## src/rtl/divider_pkg.sv

```systemverilog
// Shared core types for the divider: operand interpretation and FSM state.
package divider_pkg;

    typedef enum logic {
        UNSIGNED = 1'b0,
        SIGNED   = 1'b1
    } sign_t;

    typedef enum logic [1:0] {
        IDLE = 2'd0,
        BUSY = 2'd1,
        DONE = 2'd2
    } div_state_t;

endpackage

```

## src/rtl/divider_if.sv

```systemverilog
// Operand/result handshake bundle between a divider and its client.
interface divider_if #(
    parameter int unsigned LEN = 32
);
    logic                  in_valid;
    logic                  in_ready;
    divider_pkg::sign_t    sign;
    logic [LEN-1:0]        dividend;
    logic [LEN-1:0]        divisor;
    logic                  out_valid;
    logic                  out_ready;
    logic [LEN-1:0]        quotient;
    logic [LEN-1:0]        remainder;

    modport master (
        output in_valid, sign, dividend, divisor, out_ready,
        input  in_ready, out_valid, quotient, remainder
    );

    modport slave (
        input  in_valid, sign, dividend, divisor, out_ready,
        output in_ready, out_valid, quotient, remainder
    );
endinterface

```

## src/rtl/divider_step.sv

```systemverilog
// One restoring division iteration: shift in the next dividend bit,
// trial-subtract the divisor, keep or restore, emit the quotient bit.
module div_step #(
    parameter int unsigned LEN = 32
) (
    input  logic [LEN:0]   acc_in,
    input  logic [LEN-1:0] quo_in,
    input  logic [LEN-1:0] divisor,
    output logic [LEN:0]   acc_out,
    output logic [LEN-1:0] quo_out
);
    logic [LEN+1:0] shifted;
    logic [LEN+1:0] trial;

    // Trial subtraction; a borrow in the top bit means restore.
    always_comb begin
        shifted = {acc_in, quo_in[LEN-1]};
        trial   = shifted - {2'b00, divisor};
        if (trial[LEN+1]) begin
            acc_out = shifted[LEN:0];
            quo_out = {quo_in[LEN-2:0], 1'b0};
        end else begin
            acc_out = trial[LEN:0];
            quo_out = {quo_in[LEN-2:0], 1'b1};
        end
    end
endmodule

```

## src/rtl/divider.sv

```systemverilog
// Sequential restoring divider, one quotient bit per cycle, with
// signed/unsigned modes, divide-by-zero and overflow fast paths.
module divider
    import divider_pkg::*;
#(
    parameter int unsigned LEN = 32
) (
    input  logic     clk,
    input  logic     rst,
    input  logic     flush,
    divider_if.slave bus
);
    localparam int unsigned CW = $clog2(LEN) + 1;
    localparam logic [LEN-1:0] MIN_NEG = {1'b1, {(LEN-1){1'b0}}};

    div_state_t     state;
    div_state_t     state_next;

    logic [LEN:0]   acc;
    logic [LEN-1:0] quo;
    logic [LEN-1:0] dvs;
    logic [CW-1:0]  cnt;
    logic           q_neg;
    logic           r_neg;
    logic [LEN-1:0] q_out;
    logic [LEN-1:0] r_out;

    logic [LEN:0]   acc_step;
    logic [LEN-1:0] quo_step;

    logic           accept;
    logic           last_step;
    logic           dvd_neg;
    logic           dvs_neg;
    logic [LEN-1:0] dvd_mag;
    logic [LEN-1:0] dvs_mag;
    logic           div_zero;
    logic           overflow;

    div_step #(.LEN(LEN)) u_step (
        .acc_in  (acc),
        .quo_in  (quo),
        .divisor (dvs),
        .acc_out (acc_step),
        .quo_out (quo_step)
    );

    // Operand decode; flush blocks acceptance even while idle.
    always_comb begin
        dvd_neg   = (bus.sign == SIGNED) && bus.dividend[LEN-1];
        dvs_neg   = (bus.sign == SIGNED) && bus.divisor[LEN-1];
        dvd_mag   = dvd_neg ? -bus.dividend : bus.dividend;
        dvs_mag   = dvs_neg ? -bus.divisor  : bus.divisor;
        div_zero  = (bus.divisor == '0);
        overflow  = (bus.sign == SIGNED) && (bus.dividend == MIN_NEG) &&
                    (bus.divisor == '1);
        accept    = bus.in_valid && (state == IDLE) && !flush;
        last_step = (cnt == CW'(LEN - 1));
    end

    // State register.
    always_ff @(posedge clk) begin
        if (rst) state <= IDLE;
        else     state <= state_next;
    end

    // Next-state and handshake outputs; flush overrides every transition.
    always_comb begin
        state_next    = state;
        bus.in_ready  = 1'b0;
        bus.out_valid = 1'b0;
        unique case (state)
            IDLE: begin
                bus.in_ready = 1'b1;
                if (accept) state_next = (div_zero || overflow) ? DONE : BUSY;
            end
            BUSY: begin
                if (last_step) state_next = DONE;
            end
            DONE: begin
                bus.out_valid = 1'b1;
                if (bus.out_ready) state_next = IDLE;
            end
            default: state_next = IDLE;
        endcase
        if (flush) state_next = IDLE;
    end

    // Datapath: latch magnitudes on accept, iterate in BUSY, sign-fix at the end.
    always_ff @(posedge clk) begin
        if (rst) begin
            acc   <= '0;
            quo   <= '0;
            dvs   <= '0;
            cnt   <= '0;
            q_neg <= 1'b0;
            r_neg <= 1'b0;
            q_out <= '0;
            r_out <= '0;
        end else if (accept) begin
            acc   <= '0;
            quo   <= dvd_mag;
            dvs   <= dvs_mag;
            cnt   <= '0;
            q_neg <= dvd_neg ^ dvs_neg;
            r_neg <= dvd_neg;
            if (div_zero) begin
                q_out <= '1;
                r_out <= bus.dividend;
            end else if (overflow) begin
                q_out <= bus.dividend;
                r_out <= '0;
            end
        end else if ((state == BUSY) && !flush) begin
            acc <= acc_step;
            quo <= quo_step;
            cnt <= cnt + 1'b1;
            if (last_step) begin
                q_out <= q_neg ? -quo_step : quo_step;
                r_out <= r_neg ? -acc_step[LEN-1:0] : acc_step[LEN-1:0];
            end
        end
    end

    assign bus.quotient  = q_out;
    assign bus.remainder = r_out;
endmodule
```

## src/flat_wrapper.sv

```systemverilog
// flat-port wrapper written by rule: the top's interface ports become plain ports
module divider_flat import divider_pkg::*;
#(
    parameter int unsigned LEN = 32
)
  (clk, rst, flush, bus_in_valid, bus_sign, bus_dividend, bus_divisor, bus_out_ready, bus_in_ready, bus_out_valid, bus_quotient, bus_remainder);
  divider_if #(.LEN(LEN)) bus_i ();
  input  logic clk;
  input  logic rst;
  input  logic flush;
  input wire logic [$bits(bus_i.in_valid)-1:0] bus_in_valid;
  input wire logic [$bits(bus_i.sign)-1:0] bus_sign;
  input wire logic [$bits(bus_i.dividend)-1:0] bus_dividend;
  input wire logic [$bits(bus_i.divisor)-1:0] bus_divisor;
  input wire logic [$bits(bus_i.out_ready)-1:0] bus_out_ready;
  output wire logic [$bits(bus_i.in_ready)-1:0] bus_in_ready;
  output wire logic [$bits(bus_i.out_valid)-1:0] bus_out_valid;
  output wire logic [$bits(bus_i.quotient)-1:0] bus_quotient;
  output wire logic [$bits(bus_i.remainder)-1:0] bus_remainder;
  assign bus_i.in_valid = bus_in_valid;
  assign bus_i.sign = bus_sign;
  assign bus_i.dividend = bus_dividend;
  assign bus_i.divisor = bus_divisor;
  assign bus_i.out_ready = bus_out_ready;
  assign bus_in_ready = bus_i.in_ready;
  assign bus_out_valid = bus_i.out_valid;
  assign bus_quotient = bus_i.quotient;
  assign bus_remainder = bus_i.remainder;
  divider #(.LEN(LEN)) u_core (.clk(clk), .rst(rst), .flush(flush), .bus(bus_i));
endmodule
```

## config.mk

```make
export PLATFORM = sky130hd
export DESIGN_NAME = divider_flat
export DESIGN_NICKNAME = d
export VERILOG_FILES = /design/src/rtl/divider_pkg.sv /design/src/rtl/divider_if.sv /design/src/rtl/divider_step.sv /design/src/rtl/divider.sv /design/src/flat_wrapper.sv
export SDC_FILE = /design/constraint.sdc
export NUM_CORES = 1
export LEC_CHECK = 0
export BUFFER_PORTS_ARGS = -buffer_cell sky130_fd_sc_hd__buf_2
export CELL_PAD_IN_SITES_DETAIL_PLACEMENT = 1
export CELL_PAD_IN_SITES_GLOBAL_PLACEMENT = 2
export CORE_UTILIZATION = 35
export DETAILED_ROUTE_END_ITERATION = 10
export PLACE_DENSITY_LB_ADDON = 0.15
export SKIP_CTS_REPAIR_TIMING = 1
export SLEW_MARGIN = 0
export SYNTH_ARGS = -nofsm -noshare
export SYNTH_HDL_FRONTEND = slang
export SYNTH_SLANG_ARGS = --single-unit
```

## constraint.sdc

```tcl
create_clock -name clk -period 7.4 [get_ports clk]
set_input_delay 1.48 -clock clk [delete_from_list [all_inputs] [get_ports clk]]
set_output_delay 1.48 -clock clk [all_outputs]
set_load 0.02 [all_outputs]
```

; ---- After elaboration in Yosys (flattened, before gate mapping)
; Cells that the tools add are included.
[classes]
add_sub_neg = 6
eq_ne = 9
n_mux = 25
n_bitwise = 1
n_reduce_logical = 17
[ops]
columns = cell, count
row1 = 32-bit 2-to-1 mux, 16
row2 = 32-bit negator, 4
row3 = 32-bit == test (second input constant), 2
row4 = 34-bit by 32-bit subtractor with 34-bit output, 1
row5 = 33-bit 2-to-1 mux, 1
row6 = 32-bit zero test, 1
row7 = 2-bit 2-to-1 mux, 4
row8 = 1-bit logical AND, 7
row9 = 6-bit by 1-bit adder with 6-bit output (second input constant), 1
row10 = 6-bit by 5-bit == test with 1-bit output (second input constant), 1
row11 = 2-bit one-hot mux with 3 select lines, 1
row12 = 3-bit AND reduction, 2
row13 = 2-bit by 1-bit != test with 1-bit output (second input constant), 2
row14 = 2-bit nonzero test, 2
row15 = 2-bit OR reduction, 2
row16 = 1-bit 2-to-1 mux, 3
row17 = 3-bit != test (second input constant), 1
row18 = 2-bit by 1-bit == test with 1-bit output (second input constant), 1
row19 = 2-bit == test (second input constant), 1
row20 = 2-bit zero test, 1
row21 = 2-bit != test (second input constant), 1
row22 = 1-bit zero test, 1
row23 = 1-bit logical OR, 1
row24 = 1-bit bitwise XOR, 1
[totals]
ff_bits = 171
in_bits = 70
elab_cells = 67

; ---- Longest topological paths before layout
[depth]
word_depth = 7
depth_mapped = 25

; ---- Hierarchy
; A second synthesis with hierarchy kept.
[hier_totals]
hier_cells = 1600
hier_area_um2 = 12378.1
[by_module_without_submodules]
columns = mod, n_inst, cells_per_inst, area_per_inst_um2, seq_area_each_um2
row1 = divider, 1, 1241, 9974.6, 3423.3
row2 = div_step, 1, 359, 2403.6, 0.0

; ---- Worst setup path before layout
; Ideal clock, no wire load.
[synth_path]
path_kind = register to register
startpoint = register u_core.dvs[28]
endpoint = register u_core.r_out[20] (netlist: u_core.bus.remainder[20])
setup_ns = 0.132
t_arrival_ns = 5.067
setup_slack_ns = 2.201
path_stages_with_launch = 23
path_buffers = 3
period_less_slack_ns = 5.199
cell_sequence = dfxtp_1 -> inv_1 -> ha_1 -> a21oi_2 -> o21ai_1 -> a2111oi_2 -> mux2i_1 -> o21ai_1 -> nor3_4 -> buf_2 -> buf_2 -> buf_2 -> mux2i_1 -> ha_1 -> nand2_1 -> or4_1 -> or4_1 -> a31oi_1 -> a41oi_1 -> o41ai_1 -> xnor2_1 -> a221oi_1 -> nor3_1
[synth_between]
elab_chain_len = 7
[synth_rtl]
columns = element, line_no
row1 = from (decl), divider.sv:21  ; logic [LEN-1:0] dvs;
row2 = from (signal assigned), divider.sv:103  ; dvs <= dvs_mag;
row3 = 34-bit by 32-bit subtractor with 34-bit output *, divider_step.sv:18  ; trial = shifted - {2'b00, divisor};
row4 = 33-bit 2-to-1 mux *, divider_step.sv:19  ; if (trial[LEN+1]) begin
row5 = 32-bit negator, divider.sv:120  ; r_out <= r_neg ? -acc_step[LEN-1:0] : acc_step[LEN-1:0];
row6 = 32-bit 2-to-1 mux *, divider.sv:120
row7 = 32-bit 2-to-1 mux *, divider.sv:118  ; if (last_step) begin
row8 = 32-bit 2-to-1 mux *, divider.sv:114  ; end else if ((state == BUSY) && !flush) begin
row9 = 32-bit 2-to-1 mux *, divider.sv:100  ; end else if (accept) begin
row10 = to (signal assigned), divider.sv:109  ; r_out <= bus.dividend;
row11 = to (signal assigned), divider.sv:120
row12 = to (decl), divider.sv:26  ; logic [LEN-1:0] r_out;
; Every way passes the cells marked *; elsewhere a longest branch is shown, timed or not. The select of a mux whose other input is x is not followed.
; A chain may end at the register's enable or synchronous reset.

; ---- Worst setup path in the final report
[layout_path]
startpoint = register u_core.dvs[1]
endpoint = register u_core.r_out[20] (netlist: u_core.bus.remainder[20])
; Same word-level chain as after synthesis.

==> impl_summary.log <==
INFO  metric grt_pass1_wl = 80,600 um
INFO  metric synthDistinctLibCells = 82
INFO  metric postSynthAreaPerCell = 7.37 sq um
INFO  metric drt-vias-per-instance = 5.98
INFO  metric critical_path.reg2reg.endpoint = u_core.bus.remainder[20]
INFO  metric diodes = 0
INFO  metric global_route.overflow_total = 0
INFO  metric setup_tns = 0 ps
INFO  metric tritoncts_buffer_count = 17
INFO  metric first_iter_violations = 966
INFO  metric max_freq = 171 MHz
INFO  metric worst_setup_hold_path_clk_slew = 70 ps
INFO  metric timing.final.hold_violations = 0
INFO  metric max-cap-violations = 0
INFO  metric slew_viol_final = 0
INFO  metric synth-main-ff-cell = sky130_fd_sc_hd__dfxtp_1
INFO  metric p_int = 1.79 mW
INFO  metric cellPowerDensity = 209 nW/um^2
INFO  metric cts_max_level = 4
INFO  metric worstPathMaxFanout = 36
INFO  metric yosys_warns = 0
INFO  metric num-nets-final = 1,877
INFO  metric timing.setup.critical_path_class = register to register
INFO  metric worst-slew-pin-transition = 1380 ps
INFO  metric reg2reg_slack = 1560 ps
INFO  metric fin_worst_skew = 14.8 ps
INFO  metric wire_per_inst = 23.6 um
INFO  metric drt.antenna.violating_nets = 0
INFO  metric pre_cts_slack = 1470 ps
INFO  metric remaining_drc_errors = 0
INFO  metric power_switching = 1.17 mW
INFO  metric port_buffers = 135
INFO  metric ctsLongestPathBuffers = 2
INFO  metric seqPwrFrac = 33.3%
INFO  metric cellLeakagePower = 5.30 nW
INFO  metric number_of_global_route_vias_before_repair = 12.9k
INFO  metric async_flop_share = 0%
INFO  metric dp_hpwl = 40,300 um
INFO  metric n_fill_cell = 4,472
INFO  metric period_share = 78.9%
INFO  metric synth_cells = 1,714
INFO  metric die_w = 192 um
INFO  metric antenna_violations_before_repair = 0
INFO  metric part_of_the_power_in_the_clock_network = 32.9%
INFO  metric mostFrequentLayoutCell = sky130_fd_sc_hd__nor2_1
INFO  metric synth-edff-count = 0
INFO  metric timing.critical_path.from_type = register
INFO  metric grt_start_max_net_pins = 74
INFO  metric floorplan.die.height = 192 um
INFO  metric endpoint = u_core.bus.remainder[20]
INFO  metric grt_setup_unrepaired = no
INFO  metric root_buffer_selected_by_cts = sky130_fd_sc_hd__clkbuf_16
INFO  metric relative_contribution_of_combinational_cells_to_total_power = 33.8%
INFO  metric drive_above_1_share = 12.1%
INFO  metric synth_seq_cells = 171
INFO  metric final_cell_mix = sky130_fd_sc_hd__nor2_1 (226), sky130_fd_sc_hd__nand2_1 (187), sky130_fd_sc_hd__dfxtp_1 (171)
INFO  metric timing.hold.worst.start = u_core.bus.quotient[9]
INFO  metric initial_utilization = 35.5%
INFO  metric grt_util_all_layers = 29.0%
INFO  metric holdCritPathClass = register to register
INFO  metric worst_ep_arrival_time = 6150 ps
INFO  metric cts_tree = done
INFO  metric detailroute.via_count = 13.4k
INFO  metric pin_count = 136
INFO  metric synth_area = 12,600 sq um
INFO  metric worstPathRequired = 7710 ps
INFO  metric ir_drop = 180 uV
INFO  metric syn-num-nets = 1,823
INFO  metric place.gp.congestion = 0.897
INFO  metric timing.final.crit_period = 5840 ps
INFO  metric signed_area_change_from_the_synthesized_netlist_to_the_final_layout = 12.0%
INFO  metric wl = 52,800 um
INFO  metric dieArea = 36,900 sq um
INFO  metric kind_of_end_point_of_the_critical_path = register
INFO  metric r2r-start = u_core.dvs[1]
INFO  metric startpoint = u_core.dvs[1]
INFO  metric placementRows = 69
INFO  metric swShare = 39.6%
INFO  metric setup_ws = 1560 ps
INFO  metric report.final.setup_viol = 0
INFO  metric core_region_area = 35,600 sq um
INFO  metric slew_headroom = 6.89%
INFO  metric insertion_delay = 460 ps
INFO  metric drt_first_pass_iters = 5
INFO  metric synth.yosys.seq_area_share = 27.1%
INFO  metric worst-r2r-cell-count = 21
INFO  metric cts.sinks = 171
INFO  metric run_status = finished clean
critical path, cell delays in order, from the launching register on:
cell	delay, ps
sky130_fd_sc_hd__dfxtp_1	340
sky130_fd_sc_hd__inv_1	90
sky130_fd_sc_hd__ha_1	310
sky130_fd_sc_hd__nor2b_1	170
sky130_fd_sc_hd__o2111a_1	290
sky130_fd_sc_hd__o211a_1	290
sky130_fd_sc_hd__o211ai_1	410
sky130_fd_sc_hd__o21ai_1	280
sky130_fd_sc_hd__nor3_4	290
sky130_fd_sc_hd__inv_2	60
sky130_fd_sc_hd__buf_4	270
sky130_fd_sc_hd__a21oi_1	310
sky130_fd_sc_hd__ha_1	310
sky130_fd_sc_hd__nand2_1	100
sky130_fd_sc_hd__or4_1	430
sky130_fd_sc_hd__or4_1	410
sky130_fd_sc_hd__a31oi_1	160
sky130_fd_sc_hd__a41oi_1	130
sky130_fd_sc_hd__o41ai_1	450
sky130_fd_sc_hd__xnor2_1	160
sky130_fd_sc_hd__a221oi_1	360
sky130_fd_sc_hd__nor3_1	80
routing by layer:
metal | vias to the layer above | GRT usage (%) | wire (um)
li1 | 6372 | - | -
met1 | 6612 | 43.2 | 26400
met2 | 379 | 42.3 | 22400
met3 | 55 | 4.49 | 2970
met4 | 0 | 8.57 | 1100
met5 | - | 0 | 0
cell usage after synthesis, drive strengths merged, types with 7 or more instances:
cell type	number	area, sq um
o21ai	88	444
a21oi	121	609
and2	17	106
or4	10	75.1
xor2	71	622
o41ai	13	114
ha	38	475
dfxtp	171	3420
and3	8	50.1
a211oi	72	541
a311oi	39	342
nor4	24	165
a21o	7	52.6
o31ai	19	143
clkbuf	82	309
or3	19	119
nand3	28	140
nor2b	11	68.8
a221oi	19	173
mux2i	27	270
a211o	7	61.3
o211ai	14	105
a31oi	25	156
a2111oi	11	128
nor3	68	357
xnor2	59	517
nand2	188	706
inv	66	248
mux2	7	78.8
nand4	28	190
nor2	226	848
nand2b	8	50.1
buf	33	178
a22oi	7	52.6
sequential cells by signal (all words and copies together) (netlist names):
register / flops
u_core.state: 2
u_core.q_neg: 1
u_core.dvs: 32
u_core.cnt: 6
u_core.acc: 33
u_core.quo: 32
u_core.r_neg: 1
u_core.bus.quotient: 32
u_core.bus.remainder: 32
kinds of logic (layout without fill, tap and decap cells):
group | count (synthesis) | after routing | share of synthesized area [%]
AO/OA/AOI/OAI | 496 | 496 | 26.8
XOR/XNOR | 130 | 130 | 9.01
adder cells (fa/ha/maj) | 39 | 39 | 3.92
buffers and inverters | 181 | 248 | 5.81
flip-flops | 171 | 171 | 27.1
multiplexers | 34 | 34 | 2.76
AND/OR/NAND/NOR | 663 | 663 | 24.6
stage by stage:
stage                     total power [mW]  util (%)  area, sq um  instances  hold WS (ps)
after CTS                             2.97      39.8        14200       2242           460
after global placement                1.98      38.1        13600       2210           441
after detailed placement              1.99      38.1        13600       2210           443
after global routing                  3.10      39.8        14200       2242           483
final                                 2.97      39.8        14200       2242           457
after floorplan                       1.67         -        12600       1714           432
area by class of cell:
cell class	instances	area (sq um)	area share, %
clock buffer	19	443	3.13
timing repair buffer	150	791	5.58
inverter	66	248	1.75
sequential	171	3420	24.2
tap	461	577	4.07
multi-input combinational	1362	8520	60.1
clock inverter	13	161	1.14
worst min path at each step:
stage / to / cells after the start
detailed placement: u_core.bus.quotient[2] / 2
finish: u_core.bus.quotient[9] / 2
global route: u_core.bus.remainder[27] / 2
global placement: u_core.bus.quotient[4] / 2
CTS: u_core.bus.quotient[5] / 2
floorplan: u_core.dvs[20] / 2
power groups by stage:
stage                     registers, mW  logic (mW)  clock network, mW
final                             0.987        1.00              0.976
after global routing              0.991        1.08               1.03
after CTS                         0.986       0.989              0.992
after detailed placement           1.01       0.982                  0
after global placement             1.01       0.977                  0
after floorplan                   0.993       0.680                  0
No activity file was read; power rests on OpenSTA's default activity.
